==> src/rtl/vortex_dcr_receiver.sv <==
// -----------------------------------------------------------------------------
// vortex_dcr_receiver
//
// Purpose:
//   Vortex-side receiving end of the Piton DCR write path. DCR write messages
//   (address/data) arrive over a valid/ready handshake and are queued in a
//   small FIFO. While the run controller is idle, queued entries are replayed
//   onto the Vortex DCR write bus as single-cycle strobes. A write with data
//   bit 0 set to the control address launches a kernel: Vortex reset is held
//   for RESET_CYCLES cycles, then released, and vx_busy is tracked until the
//   kernel completes.
//
// Ports:
//   clk              in   clock
//   rst              in   asynchronous, active-high reset
//   in_valid         in   DCR message valid (from the Piton DCR buffer)
//   in_addr          in   message address
//   in_data          in   message data
//   in_rdy           out  FIFO can accept a message
//   vx_dcr_wr_valid  out  Vortex DCR write strobe (one cycle per write)
//   vx_dcr_wr_addr   out  Vortex DCR address (holds after the strobe)
//   vx_dcr_wr_data   out  Vortex DCR data (holds after the strobe)
//   vx_reset         out  Vortex reset
//   vx_busy          in   Vortex busy
//   run_active       out  high while waiting for / tracking a kernel run
//   run_done         out  one-cycle pulse when a run completes
//   err_addr         out  sticky: a message was dropped as out of range
// -----------------------------------------------------------------------------
module vortex_dcr_receiver #(
  parameter int VX_DCR_ADDR_WIDTH = 8,
  parameter int VX_DCR_DATA_WIDTH = 32,
  parameter int FIFO_DEPTH        = 4,
  parameter logic [VX_DCR_ADDR_WIDTH-1:0] DCR_BASE_ADDR = 8'h01,
  parameter logic [VX_DCR_ADDR_WIDTH-1:0] DCR_END_ADDR  = 8'hFE,
  parameter logic [VX_DCR_ADDR_WIDTH-1:0] CTRL_ADDR     = 8'hFF,
  parameter int RESET_CYCLES      = 8
) (
  input  logic                         clk,
  input  logic                         rst,
  input  logic                         in_valid,
  input  logic [VX_DCR_ADDR_WIDTH-1:0] in_addr,
  input  logic [VX_DCR_DATA_WIDTH-1:0] in_data,
  output logic                         in_rdy,
  output logic                         vx_dcr_wr_valid,
  output logic [VX_DCR_ADDR_WIDTH-1:0] vx_dcr_wr_addr,
  output logic [VX_DCR_DATA_WIDTH-1:0] vx_dcr_wr_data,
  output logic                         vx_reset,
  input  logic                         vx_busy,
  output logic                         run_active,
  output logic                         run_done,
  output logic                         err_addr
);

  localparam int PW = $clog2(FIFO_DEPTH);
  localparam int CW = (RESET_CYCLES > 1) ? $clog2(RESET_CYCLES) : 1;
  localparam logic [PW:0]   PTR_ONE  = (PW+1)'(1);
  localparam logic [CW-1:0] CNT_ONE  = CW'(1);
  localparam logic [CW-1:0] CNT_LAST = CW'(RESET_CYCLES - 1);

  typedef enum logic [1:0] {
    S_IDLE,
    S_RESET,
    S_WAIT_BUSY,
    S_RUN
  } state_t;

  // ---------------------------------------------------------------------------
  // FIFO storage and pointers
  // ---------------------------------------------------------------------------
  logic [VX_DCR_ADDR_WIDTH-1:0] r_addr_mem [FIFO_DEPTH];
  logic [VX_DCR_DATA_WIDTH-1:0] r_data_mem [FIFO_DEPTH];

  // One extra MSB on each pointer separates "full" from "empty" when the
  // index bits are equal after wrap-around.
  logic [PW:0] r_wr_ptr;
  logic [PW:0] r_rd_ptr;

  logic                         w_empty;
  logic                         w_full;
  logic                         w_push;
  logic                         w_pop;
  logic [VX_DCR_ADDR_WIDTH-1:0] w_head_addr;
  logic [VX_DCR_DATA_WIDTH-1:0] w_head_data;
  logic                         w_head_is_ctrl;
  logic                         w_head_in_range;

  assign w_empty = (r_wr_ptr == r_rd_ptr);
  assign w_full  = (r_wr_ptr[PW] != r_rd_ptr[PW]) &&
                   (r_wr_ptr[PW-1:0] == r_rd_ptr[PW-1:0]);

  // Ready depends only on the registered pointers: a pop in the same cycle
  // does not open a slot, which keeps in_rdy free of any path from the FSM.
  assign in_rdy = ~rst & ~w_full;
  assign w_push = in_valid & in_rdy;

  assign w_head_addr     = r_addr_mem[r_rd_ptr[PW-1:0]];
  assign w_head_data     = r_data_mem[r_rd_ptr[PW-1:0]];
  assign w_head_is_ctrl  = (w_head_addr == CTRL_ADDR);
  assign w_head_in_range = (w_head_addr >= DCR_BASE_ADDR) &&
                           (w_head_addr <= DCR_END_ADDR);

  // Storage is not reset: the pointers alone define validity.
  always_ff @(posedge clk) begin
    if (w_push) begin
      r_addr_mem[r_wr_ptr[PW-1:0]] <= in_addr;
      r_data_mem[r_wr_ptr[PW-1:0]] <= in_data;
    end
  end

  always_ff @(posedge clk or posedge rst) begin
    if (rst) begin
      r_wr_ptr <= '0;
      r_rd_ptr <= '0;
    end else begin
      if (w_push) r_wr_ptr <= r_wr_ptr + PTR_ONE;
      if (w_pop)  r_rd_ptr <= r_rd_ptr + PTR_ONE;
    end
  end

  // ---------------------------------------------------------------------------
  // Run-control FSM
  // ---------------------------------------------------------------------------
  state_t        r_state;
  state_t        w_state_nxt;
  logic [CW-1:0] r_cnt;
  logic [CW-1:0] w_cnt_nxt;
  logic          w_fwd;
  logic          w_bad;
  logic          w_done_nxt;

  always_comb begin
    w_state_nxt = r_state;
    w_cnt_nxt   = r_cnt;
    w_pop       = 1'b0;
    w_fwd       = 1'b0;
    w_bad       = 1'b0;
    w_done_nxt  = 1'b0;
    case (r_state)
      S_IDLE: begin
        w_cnt_nxt = '0;
        if (!w_empty) begin
          w_pop = 1'b1;
          // The control address takes priority over the range check so a
          // range that happens to include it never forwards a launch word.
          if (w_head_is_ctrl) begin
            if (w_head_data[0]) w_state_nxt = S_RESET;
          end else if (w_head_in_range) begin
            w_fwd = 1'b1;
          end else begin
            w_bad = 1'b1;
          end
        end
      end
      S_RESET: begin
        if (r_cnt == CNT_LAST) begin
          w_state_nxt = S_WAIT_BUSY;
          w_cnt_nxt   = '0;
        end else begin
          w_cnt_nxt = r_cnt + CNT_ONE;
        end
      end
      S_WAIT_BUSY: begin
        if (vx_busy) w_state_nxt = S_RUN;
      end
      S_RUN: begin
        if (!vx_busy) begin
          w_state_nxt = S_IDLE;
          w_done_nxt  = 1'b1;
        end
      end
      default: begin
        w_state_nxt = S_IDLE;
      end
    endcase
  end

  // State, counter and all registered outputs. vx_reset and run_active are
  // taken from the next state so they move on the same edge as the state.
  logic                         r_vx_reset;
  logic                         r_run_active;
  logic                         r_run_done;
  logic                         r_wr_valid;
  logic [VX_DCR_ADDR_WIDTH-1:0] r_wr_addr;
  logic [VX_DCR_DATA_WIDTH-1:0] r_wr_data;
  logic                         r_err_addr;

  always_ff @(posedge clk or posedge rst) begin
    if (rst) begin
      r_state      <= S_IDLE;
      r_cnt        <= '0;
      r_vx_reset   <= 1'b1;
      r_run_active <= 1'b0;
      r_run_done   <= 1'b0;
      r_wr_valid   <= 1'b0;
      r_wr_addr    <= '0;
      r_wr_data    <= '0;
      r_err_addr   <= 1'b0;
    end else begin
      r_state      <= w_state_nxt;
      r_cnt        <= w_cnt_nxt;
      r_vx_reset   <= (w_state_nxt == S_IDLE) || (w_state_nxt == S_RESET);
      r_run_active <= (w_state_nxt == S_WAIT_BUSY) || (w_state_nxt == S_RUN);
      r_run_done   <= w_done_nxt;
      r_wr_valid   <= w_fwd;
      if (w_fwd) begin
        r_wr_addr <= w_head_addr;
        r_wr_data <= w_head_data;
      end
      if (w_bad) r_err_addr <= 1'b1;
    end
  end

  assign vx_dcr_wr_valid = r_wr_valid;
  assign vx_dcr_wr_addr  = r_wr_addr;
  assign vx_dcr_wr_data  = r_wr_data;
  assign vx_reset        = r_vx_reset;
  assign run_active      = r_run_active;
  assign run_done        = r_run_done;
  assign err_addr        = r_err_addr;

endmodule
==> config.mk <==
export PLATFORM = sky130hd
export DESIGN_NAME = vortex_dcr_receiver
export DESIGN_NICKNAME = d
export VERILOG_FILES = /design/src/rtl/vortex_dcr_receiver.sv
export SDC_FILE = /design/constraint.sdc
export NUM_CORES = 1
export LEC_CHECK = 0
export ABC_AREA = 1
export CORE_UTILIZATION = 40
export DETAILED_ROUTE_END_ITERATION = 8
export GPL_TIMING_DRIVEN = 0
export SETUP_SLACK_MARGIN = 0.15
export SYNTH_ARGS = -nofsm -noshare
export SYNTH_HDL_FRONTEND = slang
export SYNTH_SLANG_ARGS = --single-unit
==> constraint.sdc <==
create_clock -name clk -period 3.1 [get_ports clk]
set_clock_uncertainty 0.1 [all_clocks]
set_input_delay 0.62 -clock clk [delete_from_list [all_inputs] [get_ports clk]]
set_output_delay 0.62 -clock clk [all_outputs]
set_load 0.01 [all_outputs]
Word-level counts from Yosys, hierarchy flattened. Memory sizes are Yosys's and may differ from the RTL's. Cells that the tools add are included. Widths: inputs -> output; s select.

Memory bits (writable): 160. Flip-flop bits (word level): 56. Memories: 2. Bits of input ports: 44. Output and inout port bits: 46. Logic and storage cells: 63.

Add/subtract/negate cells: 3. Reduce and logical (&&, ||, !) cells: 7. Mux-type cells: 23. Equality and inequality tests: 11. Magnitude comparators: 2. Bitwise gates (word level): 4.

Memory list: r_data_mem (depth 4, width 32, rd ports 1, clocked after Yosys merged registers in 0, wr ports 1, RTL line 71) `logic [VX_DCR_DATA_WIDTH-1:0] r_data_mem [FIFO_DEPTH];`; r_addr_mem (depth 4, width 8, rd ports 1, clocked after Yosys merged registers in 0, wr ports 1, RTL line 70) `logic [VX_DCR_ADDR_WIDTH-1:0] r_addr_mem [FIFO_DEPTH];`.

Operators by type and width (number): $mux 1 (14); $mux 2 (6); $add 3x1->3 const B (3); $eq 2x2->1 const B (4); $eq 8x8->1 const B (1); $ge 8x1->1 const B (1); $le 8x8->1 const B (1); $pmux 2 s4 (1); $pmux 3 s2 (1); $eq 2x1->1 const B (2); $logic_not 2->1 (2); $eq 3x3->1 (1); $eq 3x3->1 const B (1); $mux 3 (1); $and 1x1->1 (2); $eq 2x2->1 (1); $logic_and 1x1->1 (2); $logic_or 1x1->1 (2); $not 1->1 (2); $reduce_bool 2->1 (1); $ne 1x1->1 (1).

Logic depth before layout (Yosys ltp). Gate-level depths: netlist of the first run.

Depth in word-level cells: 7. Mapped depth: 14. Gate-level depth less buffers: 11.

Least setup slack after synthesis of the first run. OpenSTA, ideal clock, no wires.

Path kind: input-to-reg. Start point: in rst. End point: mem r_addr_mem[3][0] (enable). Data arrival time: 3977 ps. Required time: 2561 ps. Library setup time: 439 ps. Setup slack: -1416 ps. Path buffers: 0. Stages on the path: 5. Cell sequence: inv_1 > nand2_1 > inv_2 > nand2_1 > nor2_1.

Word-level cells in the longest chain between the ends: 5.

Ends and longest elaborated chain: start: declaration (RTL line 39) `input logic rst,`; $not 1->1 (RTL line 93) `assign in_rdy = ~rst & ~w_full;`; $and 1x1->1 (RTL line 93); named net in_rdy (RTL line 43) `output logic in_rdy,`; $and 1x1->1 (RTL line 94) `assign w_push = in_valid & in_rdy;`; $mux 1 (RTL line 104) `if (w_push) begin`; $mux 1 (not written as such) (RTL line 105) `r_addr_mem[r_wr_ptr[PW-1:0]] <= in_addr;`; end: declaration (RTL line 70).

The timed path passes the listed nets, and every way through them passes these cells.

Worst setup path in the final report of the first run.
Start point: reg r_rd_ptr[1]. End point: out in_rdy.

Word-level cells in the longest chain between the ends: 4.

Ends and longest elaborated chain: start: declaration (RTL line 76) `logic [PW:0] r_rd_ptr;`; start signal: assignment (RTL line 116) `if (w_pop) r_rd_ptr <= r_rd_ptr + PTR_ONE;`; $eq 2x2->1 (RTL line 89) `(r_wr_ptr[PW-1:0] == r_rd_ptr[PW-1:0]);`; $logic_and 1x1->1 (RTL line 88) `assign w_full = (r_wr_ptr[PW] != r_rd_ptr[PW]) &&`; $not 1->1 (RTL line 93); $and 1x1->1 (RTL line 93); end: declaration (RTL line 43).

Every way passes these cells.

==> impl_metrics.json, run 1 <==
{
  "outcome": "completed",
  "core.rowCount": 52,
  "end_kind": "output port",
  "core_mm2": 0.02056,
  "critPathMaxStageDelay_ns": 0.46,
  "yosys_most_used_dff": "edfxtp_1",
  "postRouteAntennaNets": 0,
  "clk_pin_slew_ns": 0.06,
  "drive_gt1_share_pct": 9.535,
  "maxSlewViolCount": 0,
  "start_kind": "flop",
  "slew_headroom_pct": 38.87,
  "grt-ovfl-total": 0,
  "period_needed_ns": 2.815,
  "cp_data_arrival_time_ns": 2.09,
  "drcViolationCount": 0,
  "fin_hold_ws_ns": 0.2962,
  "total_power_uw": 10970,
  "cp_max_fo": 10,
  "cts_max_path_buffers": 3,
  "synthArstFlopShare_pct": 25.58,
  "grt_usage_pct": 19.70,
  "drtIter0Drc": 367,
  "routed_wl_um": 20940,
  "wl_per_cell_um": 18.88,
  "die-area_mm2": 0.02186,
  "path_buf_inv": 3,
  "crit_top_cell": "nand2_1",
  "synth.most_common_cell": "nand2_1",
  "grt_pass1_wl_um": 32690,
  "setup_tns_ns": 0,
  "synthTopCellsByCount": "162 x nand2_1, 160 x edfxtp_1, 77 x nor2_1, 66 x o21ai_0, 54 x dfrtp_1",
  "fp.dieH_um": 147.9,
  "worst_pin_slew_ns": 0.9120,
  "synth_nets": 752,
  "synthDistinctLibCells": 30,
  "cpMaxStageDelayCell": "clkdlybuf4s50_1",
  "crit_family": "buffers and inverters",
  "cts_hold_buf": 0,
  "netlist_area_mm2": 0.008511,
  "nets": 873,
  "cp-startpoint": "r_rd_ptr[1]",
  "maxCapViolCount": 0,
  "antenna_found_initial": 1,
  "grt_pass1_vias": 6044,
  "dp_cells": 1064,
  "ys_seq_area_share_pct": 72.64,
  "clock.fmax_mhz": 355.2,
  "worst_skew_pair.late_latency_ns": 0.52,
  "netlist_top_cells_area": "edfxtp_1 56%, dfrtp_1 16%, nand2_1 7.1%, o21ai_0 3.9%, nor2_1 3.4%",
  "synth_top_area_share_pct": 56.45,
  "antennaDiodeCount": 0,
  "cts_tree": "yes",
  "finalHoldViolCount": 0,
  "cts_max_level": 1,
  "worst-setup-path-type": "flop to output port",
  "hp-class": "input port to async pin",
  "period_share_pct": 90.81,
  "ir_drop_mv": 0.4563,
  "gp_congestion": 0.8279,
  "yosys.area.top_type": "edfxtp_1",
  "fin_cells": 1109,
  "synth_warnings": 0,
  "ys_ff_latch": 215,
  "port_buffers": 89,
  "synth_cells": 701,
  "io_pins": 90,
  "clk_root_buffer_cell": "clkbuf_16",
  "r2r_setup_slack_ns": 0.44,
  "initial_core_util_pct": 41.39,
  "rr_startpoint": "r_rd_ptr[1]",
  "syn2layout_area_growth_pct": 25.18,
  "power_density_mw_per_mm2": 1030,
  "setup_violations": 0,
  "numCtsBuffers": 23,
  "hpwl_um": 13090,
  "final_core_util_pct": 51.82,
  "synth_edf_count": 160,
  "grt_max_degree": 29,
  "crit_required_ns": 2.38,
  "vias": 5844,
  "viasPerCell": 5.270,
  "first_pass_iters": 4,
  "clock-sinks": 215,
  "crit_chain": "buf_4 > xor2_1 > nor2_1 > nand2_1 > nand2_1 > inv_2 > clkdlybuf4s50_1",
  "synth.avg_cell_area_um2": 12.14,
  "total_leakage_power_uw": 0.004070,
  "die_w_um": 147.9,
  "grt_setup_unrepaired": "no"
}
-- what timing repair did --
item,4_1_cts,5_1_grt
buffers inserted,1,0
gates cloned,2,0
endpoints found under the hold margin,0,0
resized for setup,0,1
endpoints found under the setup margin,162,1
pin swaps,0,1
-- power breakdown --
part           internal, uW  switching (uW)
sequential             3740             255
combinational          1610            2590
clock                  1700            1080
total                  7050            3930
-- cell families after synthesis --
kind of cell             count (synthesis)  share of synthesized area (%)
flip-flops                             215                          72.64
XOR/XNOR                                 6                         0.6175
AO/OA/AOI/OAI                          105                          6.763
buffers and inverters                   64                          3.720
AND/OR/NAND/NOR                        304                          15.23
adder cells (fa/ha/maj)                  7                          1.029
-- worst reg2reg max path, cell delays in order, from the launching register on --
cell	delay [ns]
dfrtp_1	0.40
buf_4	0.19
xor2_1	0.18
nor2_1	0.08
nand2_1	0.06
nand2_1	0.07
inv_2	0.06
nand2_1	0.23
nor2_4	0.70
buf_12	0.28
-- placed cells by master, fill, tap and decap left out --
cell type / n
nand2_1: 162
edfxtp_1: 160
clkdlybuf4s50_1: 88
nor2_1: 73
o21ai_0: 66
dfrtp_1: 54
nand4_1: 40
o22ai_1: 32
clkbuf_1: 28
clkbuf_16: 23
nand3_1: 16
inv_1: 13
buf_2: 12
ha_1: 7
buf_4: 6
inv_2: 5
xor2_1: 5
buf_12: 5
nor2_4: 4
buf_6: 3
nand2_2: 3
clkinv_2: 3
nor3_1: 3
clkinvlp_4: 3
clkbuf_8: 3
clkinv_1: 3
bufinv_16: 3
a21oi_1: 2
a22o_1: 2
o21ai_1: 2
inv_4: 1
nor2_2: 1
nand2_4: 1
nand3_4: 1
o21bai_1: 1
xnor2_1: 1
inv_16: 1
clkinvlp_2: 1
dlymetal6s2s_1: 1
dfstp_2: 1
-- per-stage QoR --
step | setup WS, ns | cell area, um^2
2_1_floorplan | -0.1477 | 8524
3_3_place_gp | -1.903 | 9753
3_5_place_dp | -0.8964 | 9853
4_1_cts | 0.2216 | 10650
5_1_grt | 0.1654 | 10650
6_report | 0.2850 | 10650
-- sequential cells by signal (all words and copies together), names as in the netlist, named ones only --
signal           flops
err_addr             1
r_addr_mem          32
r_cnt                3
r_data_mem         128
r_rd_ptr             3
r_wr_ptr             3
run_active           1
run_done             1
vx_dcr_wr_addr       8
vx_dcr_wr_data      32
vx_dcr_wr_valid      1
vx_reset             1
-- layer usage --
| metal | vias up | wire length (um) | GRT usage [%] |
|---|---|---|---|
| li1 | 2725 | - | - |
| met3 | 39 | 1014 | 3.302 |
| met1 | 2901 | 9076 | 24.71 |
| met5 | - | 13 | 0 |
| met2 | 177 | 10360 | 34.17 |
| met4 | 2 | 475 | 7.371 |
-- area by class of cell --
class / instances / area (um^2)
Inverter: 21 / 86.33
Multi-Input combinational cell: 422 / 2042
Buffer: 43 / 234.0
Sequential cell: 215 / 6182
Fill cell: 1820 / 9906
Timing Repair Buffer: 94 / 980.9
Clock buffer: 32 / 639.4
Timing Repair inverter: 2 / 12.51
Clock inverter: 10 / 138.9
Tap cell: 270 / 337.8
-- final timing paths --
path / depth (start not counted) / to
worst min register to register: 2 / vx_dcr_wr_data[4]
min in group clk: 2 / vx_dcr_wr_data[4]
worst max register to register: 9 / r_data_mem[2][31]
max in group asynchronous: 2 / vx_dcr_wr_data[1]
worst max-delay path: 7 / in_rdy
worst min-delay path: 3 / vx_dcr_wr_data[30]
Power figures use the tool's default switching activity.
==> run 2: changes to the inputs <==
--- a/config.mk
+++ b/config.mk
@@ -10,6 +10,7 @@
 export DETAILED_ROUTE_END_ITERATION = 8
 export GPL_TIMING_DRIVEN = 0
 export SETUP_SLACK_MARGIN = 0.15
+export SKIP_CTS_REPAIR_TIMING = 1
 export SYNTH_ARGS = -nofsm -noshare
 export SYNTH_HDL_FRONTEND = slang
 export SYNTH_SLANG_ARGS = --single-unit
==> impl_metrics.json, run 2 (synthesis gave the netlist of run 1 again) <==
{
  "postRouteAntennaNets": 0,
  "drcViolationCount": 0,
  "seqCellArea_mm2": 0.006182,
  "clock-sinks": 215,
  "clk_pin_slew_ns": 0.06,
  "worst_pin_slew_ns": 0.7952,
  "hp-class": "flop to flop",
  "grt_max_degree": 57,
  "antenna_found_initial": 1,
  "largest_reg_flops": 128,
  "multi_input_area_mm2": 0.002042,
  "power_density_mw_per_mm2": 1027,
  "die_w_um": 147.9,
  "io_pins": 90,
  "setup_violations": 0,
  "port_buffers": 89,
  "grt_setup_unrepaired": "no",
  "cp_max_fo": 10,
  "grt_pass1_wl_um": 32020,
  "maxSlewViolCount": 0,
  "routed_wl_um": 20620,
  "worst-setup-path-type": "flop to output port",
  "vias": 5851,
  "clk_root_buffer_cell": "clkbuf_16",
  "grt_pass1_vias": 6020,
  "fp.dieH_um": 147.9,
  "grt_usage_pct": 19.16,
  "nets": 875,
  "antennaDiodeCount": 0,
  "hpwl_um": 13090,
  "final_common_cell": "nand2_1",
  "maxCapViolCount": 0,
  "place_area_mm2": 0.009853,
  "viasPerCell": 5.266,
  "drtIter0Drc": 344,
  "setup_tns_ns": 0,
  "drive_gt1_share_pct": 9.750,
  "outcome": "completed",
  "core_mm2": 0.02056,
  "wl_per_cell_um": 18.56,
  "syn2layout_area_growth_pct": 25.48,
  "cts_max_level": 1,
  "cts_tree": "yes",
  "crit_required_ns": 2.38,
  "start_kind": "flop",
  "slew_headroom_pct": 46.86,
  "initial_core_util_pct": 41.39,
  "fill_cells": 1821,
  "first_pass_iters": 5,
  "numCtsBuffers": 23,
  "gp_congestion": 0.8279,
  "die-area_mm2": 0.02186,
  "layout_common_cells": "162 x nand2_1, 160 x edfxtp_1, 89 x clkdlybuf4s50_1",
  "total_leakage_power_uw": 0.004080,
  "finalHoldViolCount": 0,
  "cts_max_path_buffers": 3,
  "stdcell_area_mm2": 0.01068,
  "ir_drop_mv": 0.4556,
  "worst_skew_pair.late_latency_ns": 0.52,
  "period_needed_ns": 2.817,
  "clock.fmax_mhz": 355.0,
  "r2r_setup_slack_ns": 0.44,
  "cp_data_arrival_time_ns": 2.10,
  "core.rowCount": 52,
  "period_share_pct": 90.87,
  "grt-ovfl-total": 0,
  "end_kind": "output port"
}
## run 2: cell count changes in the layout (fill, tap and decap cells not counted)
| cell | previous run | this run |
|---|---|---|
| buf_4 | 6 | 8 |
| clkdlybuf4s50_1 | 88 | 89 |
| clkinvlp_4 | 3 | 2 |
| dlymetal6s2s_1 | 1 | 0 |
| buf_12 | 5 | 6 |
## run 2: per-stage QoR
stage | hold slack, ns | utilization, % | instances | setup slack [ns] | total power [uW]
finish | 0.3715 | 51.94 | 1111 | 0.2832 | 10970
global route | 0.3992 | 51.94 | 1111 | 0.1655 | 11640
CTS | 0.3751 | 51.71 | 1106 | -0.8984 | 11040
detailed placement | 0.3609 | 47.92 | 1064 | -0.8964 | 8255
global placement | 0.3563 | 47.44 | 1060 | -1.903 | 8113
floorplan | 0.3461 | - | 701 | -0.1477 | 6556
## run 2: layout make-up
type,instances,area share (%)
repair inverters,1,0.04687
repair buffers,97,9.490
well taps,270,3.163
plain buffers,43,2.191
flip-flops and latches,215,57.89
clock inverters,10,1.301
clock buffers,32,5.987
inverters,21,0.8084
multi-input cells,422,19.12
## run 2: routing by layer
layer / global-route usage [%] / wire (um) / vias to the layer above
met5: 0 / 13 / -
met4: 7.062 / 451 / 2
met3: 3.241 / 957 / 38
met2: 33.28 / 10230 / 178
li1: - / - / 2728
met1: 24.05 / 8967 / 2905
## run 2: path summary, 6_finish.rpt
path | start | cells after the start | to
worst max-delay path | r_rd_ptr[1] | 7 | in_rdy
worst min-delay path | vx_dcr_wr_data[4] | 2 | vx_dcr_wr_data[4]
worst max register to register | r_rd_ptr[1] | 9 | r_data_mem[1][13]
worst min register to register | vx_dcr_wr_data[4] | 2 | vx_dcr_wr_data[4]
max in group asynchronous | rst | 3 | vx_dcr_wr_data[14]
min in group asynchronous | rst | 3 | vx_dcr_wr_addr[6]
## run 2: power by group
group          total, uW  internal, uW  switching, uW
sequential          3990          3740            256
combinational       4200          1610           2580
clock               2780          1700           1080
## run 2: worst max-delay path, stage by stage (launching register included)
cell,delay [ns]
dfrtp_1,0.40
buf_4,0.19
xor2_1,0.17
nor2_1,0.14
nand2_1,0.07
nand2_1,0.09
inv_2,0.04
clkdlybuf4s50_1,0.46
